**config.mk**
```make
export PLATFORM = sky130hd
export DESIGN_NAME = shower_win
export DESIGN_NICKNAME = d
export VERILOG_FILES = /design/src/rtl/shower_win.sv
export SDC_FILE = /design/constraint.sdc
export NUM_CORES = 1
export LEC_CHECK = 0
export CELL_PAD_IN_SITES_DETAIL_PLACEMENT = 0
export CELL_PAD_IN_SITES_GLOBAL_PLACEMENT = 2
export CORE_MARGIN = 5
export CORE_UTILIZATION = 36
export CTS_CLUSTER_SIZE = 14
export DETAILED_ROUTE_END_ITERATION = 10
export PLACE_DENSITY_LB_ADDON = 0.1
export SLEW_MARGIN = 40
export SYNTH_ARGS = -nofsm -noshare
export SYNTH_HDL_FRONTEND = slang
export SYNTH_SLANG_ARGS = --single-unit
```
**constraint.sdc**
```tcl
create_clock -name clk -period 7.1 [get_ports clk]
set_clock_uncertainty 0.2 [all_clocks]
set_input_delay 2.13 -clock clk [delete_from_list [all_inputs] [get_ports clk]]
set_output_delay 2.13 -clock clk [all_outputs]
set_load 0.01 [all_outputs]
```
**src/rtl/shower_win.sv**
```systemverilog
// shower_win -- parametrised anode shower detector.
//
// Counts hit wires per layer, delays {layer mask, hit count} by a programmable
// drift time, sums the counts over a sliding window of WIN bx and grades the
// sum against loose/nominal/tight thresholds. It also gates the result on a
// minimum number of hit layers, applies a post-trigger holdoff and honours
// trig_stop.
//
// Optional feature: define SHOWER_CNT_EN to add saturating per-level event
// counters (cnt_clr / cnt_loose / cnt_nominal / cnt_tight).
//
// Ports
//   clk, rst_n   40 MHz bx clock, asynchronous active-low reset
//   ly           layer-major hit bits, layer k = ly[k*NWIRES +: NWIRES]
//   th_loose/th_nominal/th_tight   window hit-count thresholds (0 = always pass)
//   ly_thr       minimum number of layers with hits inside the window
//   drifttime    delay tap in bx (values >= MAXDLY clamp to MAXDLY-1)
//   holdoff_bx   bx forced to 0 after a nonzero output (0 = no holdoff)
//   trig_stop    suppress output; the pipeline keeps running
//   shower_int   0 none, 1 loose, 2 nominal, 3 tight
//   cnt_*        (SHOWER_CNT_EN only) clear input and 16-bit event counters
//
// Latency: hits in bx t appear on shower_int at t+3+drifttime for WIN bx.

// Per-layer hit count and layer-hit flag.
module shower_win_layer #(
  parameter int NWIRES = 48,
  parameter int CLW    = $clog2(NWIRES+1)
) (
  input  logic [NWIRES-1:0] w,
  output logic [CLW-1:0]    cnt,
  output logic              hit
);
  always_comb begin
    cnt = '0;
    for (int i = 0; i < NWIRES; i++) cnt = cnt + CLW'(w[i]);
  end
  assign hit = |w;
endmodule

module shower_win #(
  parameter int NLAYERS = 6,
  parameter int NWIRES  = 48,
  parameter int MAXDLY  = 8,
  parameter int WIN     = 2,
  localparam int CW  = $clog2(NLAYERS*NWIRES*WIN+1),
  localparam int LW  = $clog2(NLAYERS+1),
  localparam int DW  = (MAXDLY > 1) ? $clog2(MAXDLY) : 1
) (
  input  logic                      clk,
  input  logic                      rst_n,
  input  logic [NLAYERS*NWIRES-1:0] ly,
  input  logic [CW-1:0]             th_loose,
  input  logic [CW-1:0]             th_nominal,
  input  logic [CW-1:0]             th_tight,
  input  logic [LW-1:0]             ly_thr,
  input  logic [DW-1:0]             drifttime,
  input  logic [3:0]                holdoff_bx,
  input  logic                      trig_stop,
`ifdef SHOWER_CNT_EN
  input  logic                      cnt_clr,
  output logic [15:0]               cnt_loose,
  output logic [15:0]               cnt_nominal,
  output logic [15:0]               cnt_tight,
`endif
  output logic [1:0]                shower_int
);
  localparam int CC  = $clog2(NLAYERS*NWIRES+1);  // one-bx hit count width
  localparam int CLW = $clog2(NWIRES+1);
  localparam logic [DW:0]   DLIM = MAXDLY[DW:0];
  localparam logic [DW-1:0] DTOP = DW'(MAXDLY-1);

  typedef struct packed {
    logic [NLAYERS-1:0] m;
    logic [CC-1:0]      c;
  } ent_t;

  // ---- S1: per-layer counts, combined into one entry --------------------
  logic [NLAYERS-1:0][CLW-1:0] lcnt;
  logic [NLAYERS-1:0]          lhit;
  logic [CC-1:0]               c_nxt;

  for (genvar k = 0; k < NLAYERS; k++) begin : g_layer
    shower_win_layer #(.NWIRES(NWIRES), .CLW(CLW)) u_layer (
      .w   (ly[k*NWIRES +: NWIRES]),
      .cnt (lcnt[k]),
      .hit (lhit[k])
    );
  end

  always_comb begin
    c_nxt = '0;
    for (int k = 0; k < NLAYERS; k++) c_nxt = c_nxt + CC'(lcnt[k]);
  end

  // dl[0] is the S1 register itself; dl[i] is S1 delayed by i bx.
  ent_t dl [MAXDLY];

  always_ff @(posedge clk or negedge rst_n) begin
    if (!rst_n) begin
      for (int i = 0; i < MAXDLY; i++) dl[i] <= '0;
    end else begin
      dl[0] <= '{m: lhit, c: c_nxt};
      for (int i = 1; i < MAXDLY; i++) dl[i] <= dl[i-1];
    end
  end

  // ---- tap select; out-of-range drift times clamp to the deepest tap ----
  logic [DW-1:0] tsel;
  ent_t          tap;

  always_comb begin
    tsel = ({1'b0, drifttime} >= DLIM) ? DTOP : drifttime;
    tap  = dl[tsel];
  end

  // ---- sliding window of the last WIN tapped entries --------------------
  ent_t win [WIN];

  always_ff @(posedge clk or negedge rst_n) begin
    if (!rst_n) begin
      for (int j = 0; j < WIN; j++) win[j] <= '0;
    end else begin
      win[0] <= tap;
      for (int j = 1; j < WIN; j++) win[j] <= win[j-1];
    end
  end

  logic [CW-1:0]      wsum;
  logic [NLAYERS-1:0] wmask;
  logic [LW-1:0]      nly;

  always_comb begin
    wsum  = '0;
    wmask = '0;
    for (int j = 0; j < WIN; j++) begin
      wsum  = wsum + CW'(win[j].c);
      wmask = wmask | win[j].m;
    end
    nly = '0;
    for (int k = 0; k < NLAYERS; k++) nly = nly + LW'(wmask[k]);
  end

  // ---- classification, holdoff and output register ----------------------
  logic [1:0] lvl, out_nxt;
  logic [3:0] hcnt, hcnt_nxt;

  always_comb begin
    lvl = 2'd0;
    if      (wsum >= th_tight)   lvl = 2'd3;
    else if (wsum >= th_nominal) lvl = 2'd2;
    else if (wsum >= th_loose)   lvl = 2'd1;
    if (nly < ly_thr) lvl = 2'd0;

    out_nxt = (hcnt != 4'd0 || trig_stop) ? 2'd0 : lvl;

    // A running holdoff always counts down (also under trig_stop); a new
    // one only starts from an output that is actually emitted.
    if (hcnt != 4'd0)         hcnt_nxt = hcnt - 4'd1;
    else if (out_nxt != 2'd0) hcnt_nxt = holdoff_bx;
    else                      hcnt_nxt = 4'd0;
  end

  always_ff @(posedge clk or negedge rst_n) begin
    if (!rst_n) begin
      shower_int <= 2'd0;
      hcnt       <= 4'd0;
    end else begin
      shower_int <= out_nxt;
      hcnt       <= hcnt_nxt;
    end
  end

`ifdef SHOWER_CNT_EN
  // Saturating event counters; clear wins over a same-bx increment.
  always_ff @(posedge clk or negedge rst_n) begin
    if (!rst_n) begin
      cnt_loose   <= '0;
      cnt_nominal <= '0;
      cnt_tight   <= '0;
    end else if (cnt_clr) begin
      cnt_loose   <= '0;
      cnt_nominal <= '0;
      cnt_tight   <= '0;
    end else begin
      if (out_nxt == 2'd1 && cnt_loose   != 16'hFFFF) cnt_loose   <= cnt_loose   + 16'd1;
      if (out_nxt == 2'd2 && cnt_nominal != 16'hFFFF) cnt_nominal <= cnt_nominal + 16'd1;
      if (out_nxt == 2'd3 && cnt_tight   != 16'hFFFF) cnt_tight   <= cnt_tight   + 16'd1;
    end
  end
`endif

endmodule

```
# Word level (Yosys, flattened, before mapping)
# Cells that the tools add are included.
# op_classes
n_addsub	294
magnitude_cmp	5
n_mux	10
n_bitwise	2
reduce_logical	9
# ops
operator	n
adder 6 x 1 -> 6 bit	276
OR reduction 48 bit	6
binary-select mux 15 bit (select 3 bit)	1
greater-or-equal comparator 10 bit	3
2-to-1 mux 15 bit	2
adder 9 x 6 -> 9 bit	2
adder 1 x 1 -> 2 bit	7
adder 9 x 9 -> 10 bit	1
adder 3 x 1 -> 3 bit	3
adder 8 x 6 -> 9 bit	1
adder 7 x 6 -> 8 bit	1
2-to-1 mux 2 bit	4
2-to-1 mux 4 bit	2
adder 6 x 6 -> 7 bit	1
bitwise OR 6 bit	1
greater-or-equal comparator 4 bit (second input constant)	1
inverter 3 -> 4 bit	1
nonzero test 4 bit	1
subtractor 4 x 1 -> 4 bit (second input constant)	1
adder 2 x 1 -> 3 bit	1
< comparator 3 bit	1
nonzero test 2 bit	1
logical OR 1 bit	1
2-to-1 mux 1 bit	1
# word_totals
register_bits	156
input_bits	331
output_inout_bits	2

# Depth between registers and ports, before layout
# Gate-level depths: netlist (run 1).
# logic_depth
word_depth	52
depth_mapped	31

# By module
# From an unflattened synthesis (run 1), not the netlist that was laid out.
# unflattened
cells_unflattened	1278
hier_area_um2	14960.6
# modules_own_cells
mod	n_inst	cells_each	area_each_um2	seq_area_each_um2
shower_win	1	441	6805.3	3903.7
shower_win_layer at g_layer[0].u_layer ...	3	141	1363.8	0.0
shower_win_layer at g_layer[4].u_layer ...	2	138	1352.5	0.0
shower_win_layer at g_layer[3].u_layer	1	138	1358.8	0.0

# Least setup slack after synthesis (run 1)
# OpenSTA, ideal clock, no wires.
# synth_timing
kind	in2reg
from	input port ly[96]
to	register dl[113] (netlist name)
setup_ns	0.119
t_arrival_ns	9.472
setup_slack_ns	-2.691
path_stages	27
path_buffers	0
path_cell_list	inv_1 > ha_1 > inv_1 > fa_1 > fa_1 > fa_1 > fa_1 > fa_1 > fa_1 > fa_1 > inv_1 > fa_1 > fa_1 > a21o_1 > a21oi_1 > xnor2_1 > fa_1 > fa_1 > inv_1 > fa_1 > inv_1 > ha_1 > a21oi_1 > nor2_1 > nor2_1 > nor2b_1 > o21a_1
# synth_between
elab_chain_len	51
# synth_rtl
element	line_no	text
from (decl)	52	input logic [NLAYERS*NWIRES-1:0] ly,
adder 1 x 1 -> 2 bit	36	for (int i = 0; i < NWIRES; i++) cnt = cnt + CLW'(w[i]);
adder 6 x 1 -> 6 bit (46 in series)	36	
adder 7 x 6 -> 8 bit	93	for (int k = 0; k < NLAYERS; k++) c_nxt = c_nxt + CC'(lcnt[k]);
adder 8 x 6 -> 9 bit	93	
adder 9 x 6 -> 9 bit (2 in series)	93	
via c_nxt[8]	81	logic [CC-1:0] c_nxt;
to (decl)	97	ent_t dl [MAXDLY];
# The timed path passes the listed nets, and every way through them passes these cells.

# Worst setup path after layout (run 1)
# layout_timing
from	input port ly[144]
to	register dl[113] (netlist name)
# layout_between
elab_chain_len	50
# layout_rtl
element	line_no
adder 1 x 1 -> 2 bit	36
adder 6 x 1 -> 6 bit (46 in series)	36
adder 8 x 6 -> 9 bit	93
adder 9 x 6 -> 9 bit (2 in series)	93
via c_nxt[8]	81
# The timed path passes the listed nets, and every way through them passes these cells.

==> metrics.md, run 1 <==
| Metric | Value |
|---|---|
| Std cell rows | `between 70 and 80` |
| Synth warn | `0` |
| Yosys cell types | `41` |
| Antenna Violating Nets Remaining | `0` |
| Non-filler cells, final | `2225` |
| Mean Syn Cell Area | `between 10 and 15 µm²` |
| Setup crit start kind | `input pin` |
| Synthesized flop and latch total | `approximately 160` |
| Wire per inst | `15.8 µm` |
| CTS tree | `built` |
| CTS H-Tree Depth | `4` |
| CTS root buf | `clkbuf_16` |
| Share of layout cells above drive strength 1 | `0.200` |
| GRT overflow | `0` |
| Synth Flop Type | `dfrtp_1` |
| Syn Inst Count | `1253` |
| Starting Density | `0.362` |
| Clk_lat worst skew | `0.41 ns` |
| Hold Slack | `0.167 ns` |
| Failing checks | `setup timing` |
| Number of remaining DRC errors | `0` |
| Initial DRC count | `293` |
| Post-layout min period | `around 9.5 ns` |
| Vias per cell | `about 4.5` |
| Max Clock Freq | `around 0.10 GHz` |
| Final nets | `~2400` |
| Placed Instances | `2189` |
| HP Class | `reg2reg` |
| Initial antenna violation count | `0` |
| Core Box Area | `40600 µm²` |
| Die H | `212 µm` |
| Synth area leaders | `fa_1, dfrtp_1, inv_1, ha_1, mux4_2` |
| Number of global-route vias before repair | `11849` |
| RSZ-0062 raised after global routing | `yes` |
| Status | `complete, but fails checks` |
| CP Class | `in2reg` |
| Max Slew Vio Count | `0` |
| HPWL after DPL | `around 32000 µm` |
| Clk sinks | `156` |
| Die Width | `~210 µm` |
| Max Cap Viol | `0` |
| First-pass GRT wire length | `58100 µm` |
| Cell mode on critical path | `fa_1` |
| Worst Setup End Kind | `flip-flop` |
| Slew margin rel. | `0.534` |
| Largest net degree at the start of global routing | `97` |
| Cts bufs inserted | `17` |
| Placed cell area | `slightly below 20000 µm²` |
| Req. time, crit path | `7.21 ns` |
| Critical Path Max Stage Delay | `around 0.56 ns` |
| Worst-Margin Slew | `0.699 ns` |
| Area share of the leading cell type in the synthesized netlist | `0.357` |
| Sequential fraction of the synthesis area | `0.266` |
| Drt total wl | `35100 µm` |
| # diodes | `0` |
| # port buffers | `332` |
| Critical path's top delay family | `adder cells` |
| Setup TNS | `-16.67 ns` |
| Buf/Inv on CP | `5` |
| Clk slew on worst S/H paths | `0.07 ns` |
| Die Area | `44900 µm²` |
| Count of flip-flops with a built-in enable after synthesis | `0` |
| Final period util | `1.34` |
| GR Util All Layers | `0.161` |
| Slowest stage cell, crit path | `fa_1` |
| Post-route setup slack | `-2.44 ns` |
| Final Cell Area | `20100 µm²` |
| Setup violators final | `9` |
| Final hold viol count | `0` |
| Drt pass-1 iters | `4` |
| Via count of the routed design | `9926` |
| Filler instances | `3732` |
| Area leader, netlist | `fa_1` |
| Post-synthesis cell area | `14700 µm²` |
| WP data arrival | `9.64 ns` |
| Area growth syn-to-layout | `37.2%` |
| I/O pins | `333` |
| RD Place Congestion | `around 0.86` |
| Syn_nets | `between 1500 and 2000` |
| Synth async-reset ratio | `1.00` |
| Maximum fanout along the worst path | `2` |
| Clock tree buffer depth | `2` |
## synth_stat cells (all sizes together), types with 5 or more instances
cell / n
o21ai: 7
o21bai: 5
a21oi: 24
ha: 109
or3: 9
inv: 426
xor2: 8
nor4: 60
or2: 7
nand4: 19
fa: 262
a21o: 24
mux4: 30
dfrtp: 156
nor4b: 6
xnor2: 21
nor3: 9
nor2b: 6
a211oi: 5
nor2: 5
mux2: 15
## routing by layer
metal,routed length [µm],part of all wire,GRT usage
met1,14500,0.41,0.203
met2,18900,0.54,0.297
met3,1320,0.038,0.0249
met5,0,0,0
met4,382,0.011,0.0278
## sequential cells by signal (all words and copies together) (netlist names)
| signal | count |
|---|---|
| dl | 120 |
| win | 30 |
| hcnt | 4 |
| shower_int | 2 |
## final timing paths
| path | from | to | slack, ns | depth (start not counted) |
|---|---|---|---|---|
| max | ly[144] | dl[113] | -2.44 | 26 |
| min in group asynchronous | rst_n | shower_int[0] | 1.52 | 1 |
| max in group asynchronous | rst_n | dl[100] | 4.16 | 2 |
| max reg2reg | win[15] | hcnt[3] | 3.04 | 13 |
| min | dl[37] | dl[22] | 0.17 | 0 |
| min reg2reg | dl[37] | dl[22] | 0.17 | 0 |
## area by class of cell
| cell class | count | area, µm² | area share |
|---|---|---|---|
| Clock inverter | 12 | 104 | 0.00516 |
| Multi-Input combinational cell | 663 | 9520 | 0.473 |
| Tap cell | 532 | 666 | 0.0330 |
| Timing Repair Buffer | 416 | 3850 | 0.191 |
| Sequential cell | 156 | 3900 | 0.194 |
| Inverter | 426 | 1630 | 0.0808 |
| Clock buffer | 20 | 467 | 0.0232 |
## worst reg2reg max path, delay by kind of cell (launching register included)
kind                     cells  cell delay [ns]
XOR/XNOR                     1             0.31
AO/OA/AOI/OAI                8             2.06
AND/OR/NAND/NOR              1             0.08
flip-flops                   1             0.38
adder cells (fa/ha/maj)      3             0.92
## layout by cell type (no fill, tap or decap), types with 37 or more instances in the layout
cell | synthesis | final
inv_1 | 426 | 374
fa_1 | 262 | 236
clkdlybuf4s50_1 | 0 | 182
dfrtp_1 | 156 | 156
ha_1 | 109 | 99
buf_4 | 0 | 79
nor4_1 | 60 | 60
inv_2 | 0 | 46
dlymetal6s2s_1 | 0 | 46
clkbuf_2 | 0 | 38
dlygate4sd2_1 | 0 | 37
## logic make-up after synthesis
kind of cell	after synthesis	share of synthesized area
XOR/XNOR	29	0.0173
adder cells (fa/ha/maj)	371	0.450
AND/OR/NAND/NOR	132	0.0553
flip-flops	156	0.266
AO/OA/AOI/OAI	86	0.0423
buffers and inverters	434	0.111
multiplexers	45	0.0575
## through the flow
step | setup WS (ns) | utilization
floorplan | -2.42 | -
global placement | -3.29 | 0.477
detailed placement | -3.36 | 0.477
CTS | -2.60 | 0.493
global route | -2.69 | 0.497
finish | -2.44 | 0.497
## what timing repair did
action,CTS,global route
buffers inserted,3,4
resized for setup,187,195
pin swaps,116,118
hold buffers,0,0
endpoints found under the setup margin,9,9
Power of run 1 is left out: the tool's default activity adds up to more than one toggle a clock period on the data nets, which glitch-free logic cannot reach.
==> run 2, diff against run 1 <==
--- a/config.mk
+++ b/config.mk
@@ -7,7 +7,7 @@
 export LEC_CHECK = 0
 export CELL_PAD_IN_SITES_DETAIL_PLACEMENT = 0
 export CELL_PAD_IN_SITES_GLOBAL_PLACEMENT = 2
-export CORE_MARGIN = 5
+export CORE_MARGIN = 2
 export CORE_UTILIZATION = 36
 export CTS_CLUSTER_SIZE = 14
 export DETAILED_ROUTE_END_ITERATION = 10
==> run 2 against run 1 <==
Net effect: the flow still finishes with violations (setup timing); non-clock buffer count increased by 8; worst setup slack improved by 0.016 ns; first-iteration DRC count decreased by 23%; final cell count about the same; worst hold slack unchanged; design area increased by 0.27%; largest cell class unchanged.
==> metrics.md, run 2 (same netlist as run 1, synthesis figures left out) <==
| Metric | Value |
|---|---|
| Initial DRC count | `225` |
| Share of layout cells above drive strength 1 | `0.202` |
| Die Width | `206 µm` |
| Die H | `206 µm` |
| CTS tree | `built` |
| HPWL after DPL | `around 31000 µm` |
| Final period util | `1.34` |
| Largest net degree at the start of global routing | `101` |
| Filler instances | `roughly 3700` |
| Max Clock Freq | `0.105 GHz` |
| Core Box Area | `40000 µm²` |
| Final nets | `around 2400` |
| Die Area | `about 42000 µm²` |
| R2r endpoint | `hcnt[3]` |
| Initial antenna violation count | `0` |
| Number of global-route vias before repair | `around 11000` |
| Worst-Margin Slew | `0.709 ns` |
| Clk_lat worst skew | `0.41 ns` |
| Hold Slack | `0.167 ns` |
| Req. time, crit path | `a little over 7 ns` |
| Max reg flops | `120` |
| I/O pins | `333` |
| RSZ-0062 raised after global routing | `yes` |
| CTS root buf | `clkbuf_16` |
| Starting Density | `0.367` |
| Wire per inst | `15.4 µm` |
| # port buffers | `332` |
| Post-layout min period | `9.52 ns` |
| HP Class | `reg2reg` |
| Clock tree buffer depth | `2` |
| GR Util All Layers | `0.170` |
| WP data arrival | `roughly 9.6 ns` |
| CP Capture Point | `dl[113]` |
| Placed Instances | `2190` |
| Vias per cell | `4.45` |
| Setup TNS | `-16.55 ns` |
| Commonest non-fill, non-tap cells in the layout | `inv_1, fa_1, clkdlybuf4s50_1, dfrtp_1, ha_1` |
| Via count of the routed design | `a little under 10000` |
| Setup violators final | `9` |
| RD Place Congestion | `0.834` |
| Drt total wl | `34200 µm` |
| GRT overflow | `0` |
| First-pass GRT wire length | `56400 µm` |
| Final hold viol count | `0` |
| Max Slew Vio Count | `0` |
| Status | `complete, but fails checks` |
| CTS H-Tree Depth | `4` |
| Reg-to-reg startpoint | `win[15]` |
| Post-route setup slack | `-2.42 ns` |
| Worst Setup End Kind | `flip-flop` |
| Biggest regs | `dl: 120 flops, win: 30 flops, hcnt: 4 flops` |
| # diodes | `0` |
| Setup crit start kind | `input pin` |
| Antenna Violating Nets Remaining | `0` |
| Max Cap Viol | `0` |
| Cts bufs inserted | `17` |
| R2R setup slack | `3.04 ns` |
| Drt pass-1 iters | `6` |
| Worst Reg-to-Reg Cells | `14` |
| Non-filler cells, final | `around 2200` |
| Clk sinks | `approximately 160` |
| Largest Register | `dl` |
| Failing checks | `setup timing` |
| Maximum fanout along the worst path | `2` |
| Area growth syn-to-layout | `37.6%` |
| CP Class | `in2reg` |
| Slew margin rel. | `0.527` |
| Std cell rows | `between 70 and 80` |
| CP startpoint | `ly[184]` |
| Number of remaining DRC errors | `0` |
| Commonest non-fill, non-tap cell in the layout | `inv_1` |
| Clk slew on worst S/H paths | `0.07 ns` |
[run 2: changes by cell type in the layout (fill, tap and decap cells not counted), moves of 3 or more]
cell             previous run  this run
inv_1                     374       377
dlygate4sd2_1              37        59
inv_2                      46        42
clkdlybuf4s15_2             0         4
buf_4                      79        91
dlymetal6s2s_1             46        30
clkdlybuf4s50_1           182       179
buf_2                       5        11
clkbuf_2                   38        26
[run 2: cell type report]
type / instances / area (µm²) / area share
clock buffers: 19 / 443 / 0.0219
clock inverters: 13 / 154 / 0.00762
inverters: 426 / 1630 / 0.0807
multi-input cells: 663 / 9550 / 0.473
flip-flops and latches: 156 / 3900 / 0.193
well taps: 525 / 657 / 0.0325
repair buffers: 424 / 3860 / 0.191
[run 2: routing by layer]
metal	global-route usage	part of all wire	routed length [µm]
met5	0	0	0
met4	0.0245	0.0050	172
met3	0.0235	0.039	1350
met2	0.304	0.52	17800
met1	0.225	0.43	14900
[run 2: how the worst min path moves through the flow]
stage                        from       to  slack, ns  depth (start not counted)
after detailed placement  dl[101]   dl[86]       0.16                          0
final                      dl[92]   dl[77]       0.17                          0
after global placement     dl[33]   dl[18]       0.15                          0
after CTS                  dl[73]   dl[58]       0.17                          0
after global routing       dl[73]   dl[58]       0.17                          0
after floorplan           win[25]  win[10]       0.15                          0
[run 2: what timing repair did]
item | CTS | global route
hold buffers | 0 | 0
setup endpoints to repair | 9 | 9
buffers inserted | 5 | 2
pin swaps | 127 | 117
gates resized for setup | 241 | 143
[run 2: per-stage QoR]
step            util  area [µm²]  setup slack (ns)
6_report       0.505       20200             -2.42
3_5_place_dp   0.485       19400             -3.33
2_1_floorplan      -       14800             -2.42
5_1_grt        0.505       20200             -2.66
3_3_place_gp   0.485       19400             -3.24
4_1_cts        0.502       20100             -2.62
[run 2: critical path, cell delays in order]
cell and delay (ns):
buf_6 0.10, fa_1 0.56, inv_2 0.05, fa_1 0.48
fa_1 0.54, inv_2 0.04, fa_1 0.54, inv_2 0.04
fa_1 0.47, fa_1 0.53, fa_1 0.43, fa_2 0.37
fa_2 0.38, xnor2_2 0.17, fa_1 0.56, inv_2 0.05
fa_1 0.51, fa_1 0.57, inv_2 0.05, ha_4 0.15
fa_2 0.35, a21oi_2 0.14, nor2_1 0.04, nor2_1 0.14
nor2b_1 0.06, o21a_1 0.17
Power of run 2 is left out for the same reason.
==> run 3, diff against run 2 <==
--- a/config.mk
+++ b/config.mk
@@ -8,9 +8,10 @@
 export CELL_PAD_IN_SITES_DETAIL_PLACEMENT = 0
 export CELL_PAD_IN_SITES_GLOBAL_PLACEMENT = 2
 export CORE_MARGIN = 2
-export CORE_UTILIZATION = 36
+export CORE_UTILIZATION = 46
 export CTS_CLUSTER_SIZE = 14
 export DETAILED_ROUTE_END_ITERATION = 10
+export DONT_BUFFER_PORTS = 1
 export PLACE_DENSITY_LB_ADDON = 0.1
 export SLEW_MARGIN = 40
 export SYNTH_ARGS = -nofsm -noshare
==> run 3 against run 2 <==
Net effect: the flow still finishes with violations (setup timing); core utilization increased by 1.1 points; global-route usage increased by 1.5 points; clock-buffer cell count decreased by 2; design area decreased by 20%; sequential share of layout area increased by 4.7 points; worst hold slack improved by 0.00073 ns; routed wire length decreased by 17%; die area decreased by 21%; final cell count decreased by 23%.
==> metrics.md, run 3 (same netlist as run 1, synthesis figures left out) <==
| Metric | Value |
|---|---|
| Status | `complete, but fails checks` |
| Failing checks | `setup timing` |
| Clk sinks | `roughly 160` |
| Max Clock Freq | `0.107 GHz` |
| Req. time, crit path | `7.21 ns` |
| Initial antenna violation count | `1` |
| CP Class | `in2reg` |
| # diodes | `0` |
| Final nets | `between 1500 and 2000` |
| Post-route setup slack | `-2.24 ns` |
| Area growth syn-to-layout | `10.5%` |
| Setup TNS | `-15.23 ns` |
| Number of global-route vias before repair | `10100` |
| Clock tree buffer depth | `2` |
| Worst Setup End Kind | `flip-flop` |
| CTS root buf | `clkbuf_16` |
| Wire per inst | `16.7 µm` |
| GRT overflow | `0` |
| Commonest non-fill, non-tap cells in the layout | `inv_1, fa_1, dfrtp_1, ha_1, nor4_1` |
| # port buffers | `0` |
| R2R setup slack | `~3.0 ns` |
| Final Cell Area | `about 16000 µm²` |
| GR Util All Layers | `0.184` |
| R2r endpoint | `hcnt[3]` |
| Die H | `183 µm` |
| Drt total wl | `28500 µm` |
| Largest Register | `dl` |
| Slew margin rel. | `0.535` |
| Via count of the routed design | `8503` |
| Share of layout cells above drive strength 1 | `0.138` |
| Pre-CTS setup slack | `-2.79 ns` |
| Maximum fanout along the worst path | `3` |
| Max Slew Vio Count | `0` |
| HP Class | `reg2reg` |
| Final period util | `1.32` |
| RSZ-0062 raised after global routing | `yes` |
| Drt pass-1 iters | `4` |
| Setup violators final | `8` |
| Cts bufs inserted | `17` |
| Largest net degree at the start of global routing | `157` |
| CTS tree | `built` |
| CTS H-Tree Depth | `4` |
| Commonest non-fill, non-tap cell in the layout | `inv_1` |
| CP Capture Point | `dl[113]` |
| Antenna Violating Nets Remaining | `0` |
| Filler instances | `2847` |
| Die Width | `183 µm` |
| Max reg flops | `120` |
| Placed cell area | `between 15000 and 20000 µm²` |
| Reg-to-reg startpoint | `win[15]` |
| Worst Reg-to-Reg Cells | `14` |
| Core Box Area | `31500 µm²` |
| Max Cap Viol | `0` |
| Biggest regs | `dl: 120 flops, win: 30 flops, hcnt: 4 flops` |
| Seq. cell area | `3900 µm²` |
| HPWL after DPL | `~25000 µm` |
| Multi-input combinational cell area | `about 9400 µm²` |
| Clk slew on worst S/H paths | `approximately 0.060 ns` |
| Worst-Margin Slew | `0.690 ns` |
| Final hold viol count | `0` |
| Setup crit start kind | `input pin` |
| Clk_lat worst skew | `around 0.42 ns` |
| Post-layout min period | `9.34 ns` |
| I/O pins | `about 330` |
| First-pass GRT wire length | `48300 µm` |
| WP data arrival | `9.45 ns` |
| Std cell rows | `65` |
| # hold bufs at CTS | `0` |
| RD Place Congestion | `0.838` |
| Number of remaining DRC errors | `0` |
| Starting Density | `0.466` |
| Die Area | `33400 µm²` |
| CP startpoint | `ly[138]` |
| Vias per cell | `4.98` |
| Initial DRC count | `239` |
## run 3: cell types whose count changed in the layout (fill, tap and decap cells not counted), sizes merged
cell,previous run,this run
inv,431,438
buf,112,30
clkdlybuf4s50,179,0
clkinv,2,3
clkbuf,45,17
clkinvlp,4,0
bufinv,2,0
dlygate4sd2,59,0
clkdlybuf4s15,18,0
dlymetal6s2s,30,0
## run 3: cell type report
class / instances / area share
tap: 402 / 0.0310
inverter: 426 / 0.101
multi-input combinational: 663 / 0.578
sequential: 156 / 0.241
clock inverter: 15 / 0.00887
timing repair buffer: 30 / 0.0143
clock buffer: 17 / 0.0262
## run 3: critical path: stages
cell and delay (ns):
fa_1 0.54, inv_2 0.04, fa_1 0.48, fa_1 0.52, inv_1 0.05, fa_1 0.49, inv_2 0.04, fa_1 0.54
fa_1 0.44, fa_1 0.50, inv_1 0.05, fa_2 0.35, fa_2 0.36, a21o_1 0.18, a21oi_2 0.16, xnor2_2 0.15
fa_1 0.48, fa_1 0.56, inv_2 0.04, fa_1 0.54, inv_2 0.05, ha_4 0.24, a21oi_2 0.11, nor2_1 0.06
nor2_2 0.13, nor2b_1 0.06, o21a_1 0.16
## run 3: worst min path at each step
stage | from | endpoint | slack, ns | cells after the start
CTS | dl[87] | dl[72] | 0.17 | 0
finish | win[25] | win[10] | 0.17 | 0
global route | dl[89] | dl[74] | 0.18 | 0
floorplan | win[25] | win[10] | 0.15 | 0
global placement | dl[43] | dl[28] | 0.15 | 0
detailed placement | win[25] | win[10] | 0.15 | 0
## run 3: timing repair
item                                    in CTS  in global routing
gates cloned                                 0                  0
endpoints found under the setup margin       9                  9
pin swaps                                   38                 12
gates resized for setup                     37                  7
setup buffers                                5                  1
## run 3: metrics by stage
stage	util	hold WS (ns)	std cells
2_1_floorplan	-	0.146	1253
3_3_place_gp	0.491	0.151	1673
3_5_place_dp	0.491	0.154	1673
4_1_cts	0.515	0.170	1709
5_1_grt	0.515	0.177	1709
6_report	0.515	0.168	1709
## run 3: per-layer routing
layer | share of wire | up-vias | track usage | wire (µm)
met2 | 0.55 | 177 | 0.339 | 15500
met5 | 0 | - | 0 | 0
met3 | 0.043 | 18 | 0.0305 | 1210
li1 | - | 3957 | - | -
met4 | 0.0080 | 0 | 0.0335 | 229
met1 | 0.40 | 4351 | 0.231 | 11500
Power of run 3 is left out for the same reason.
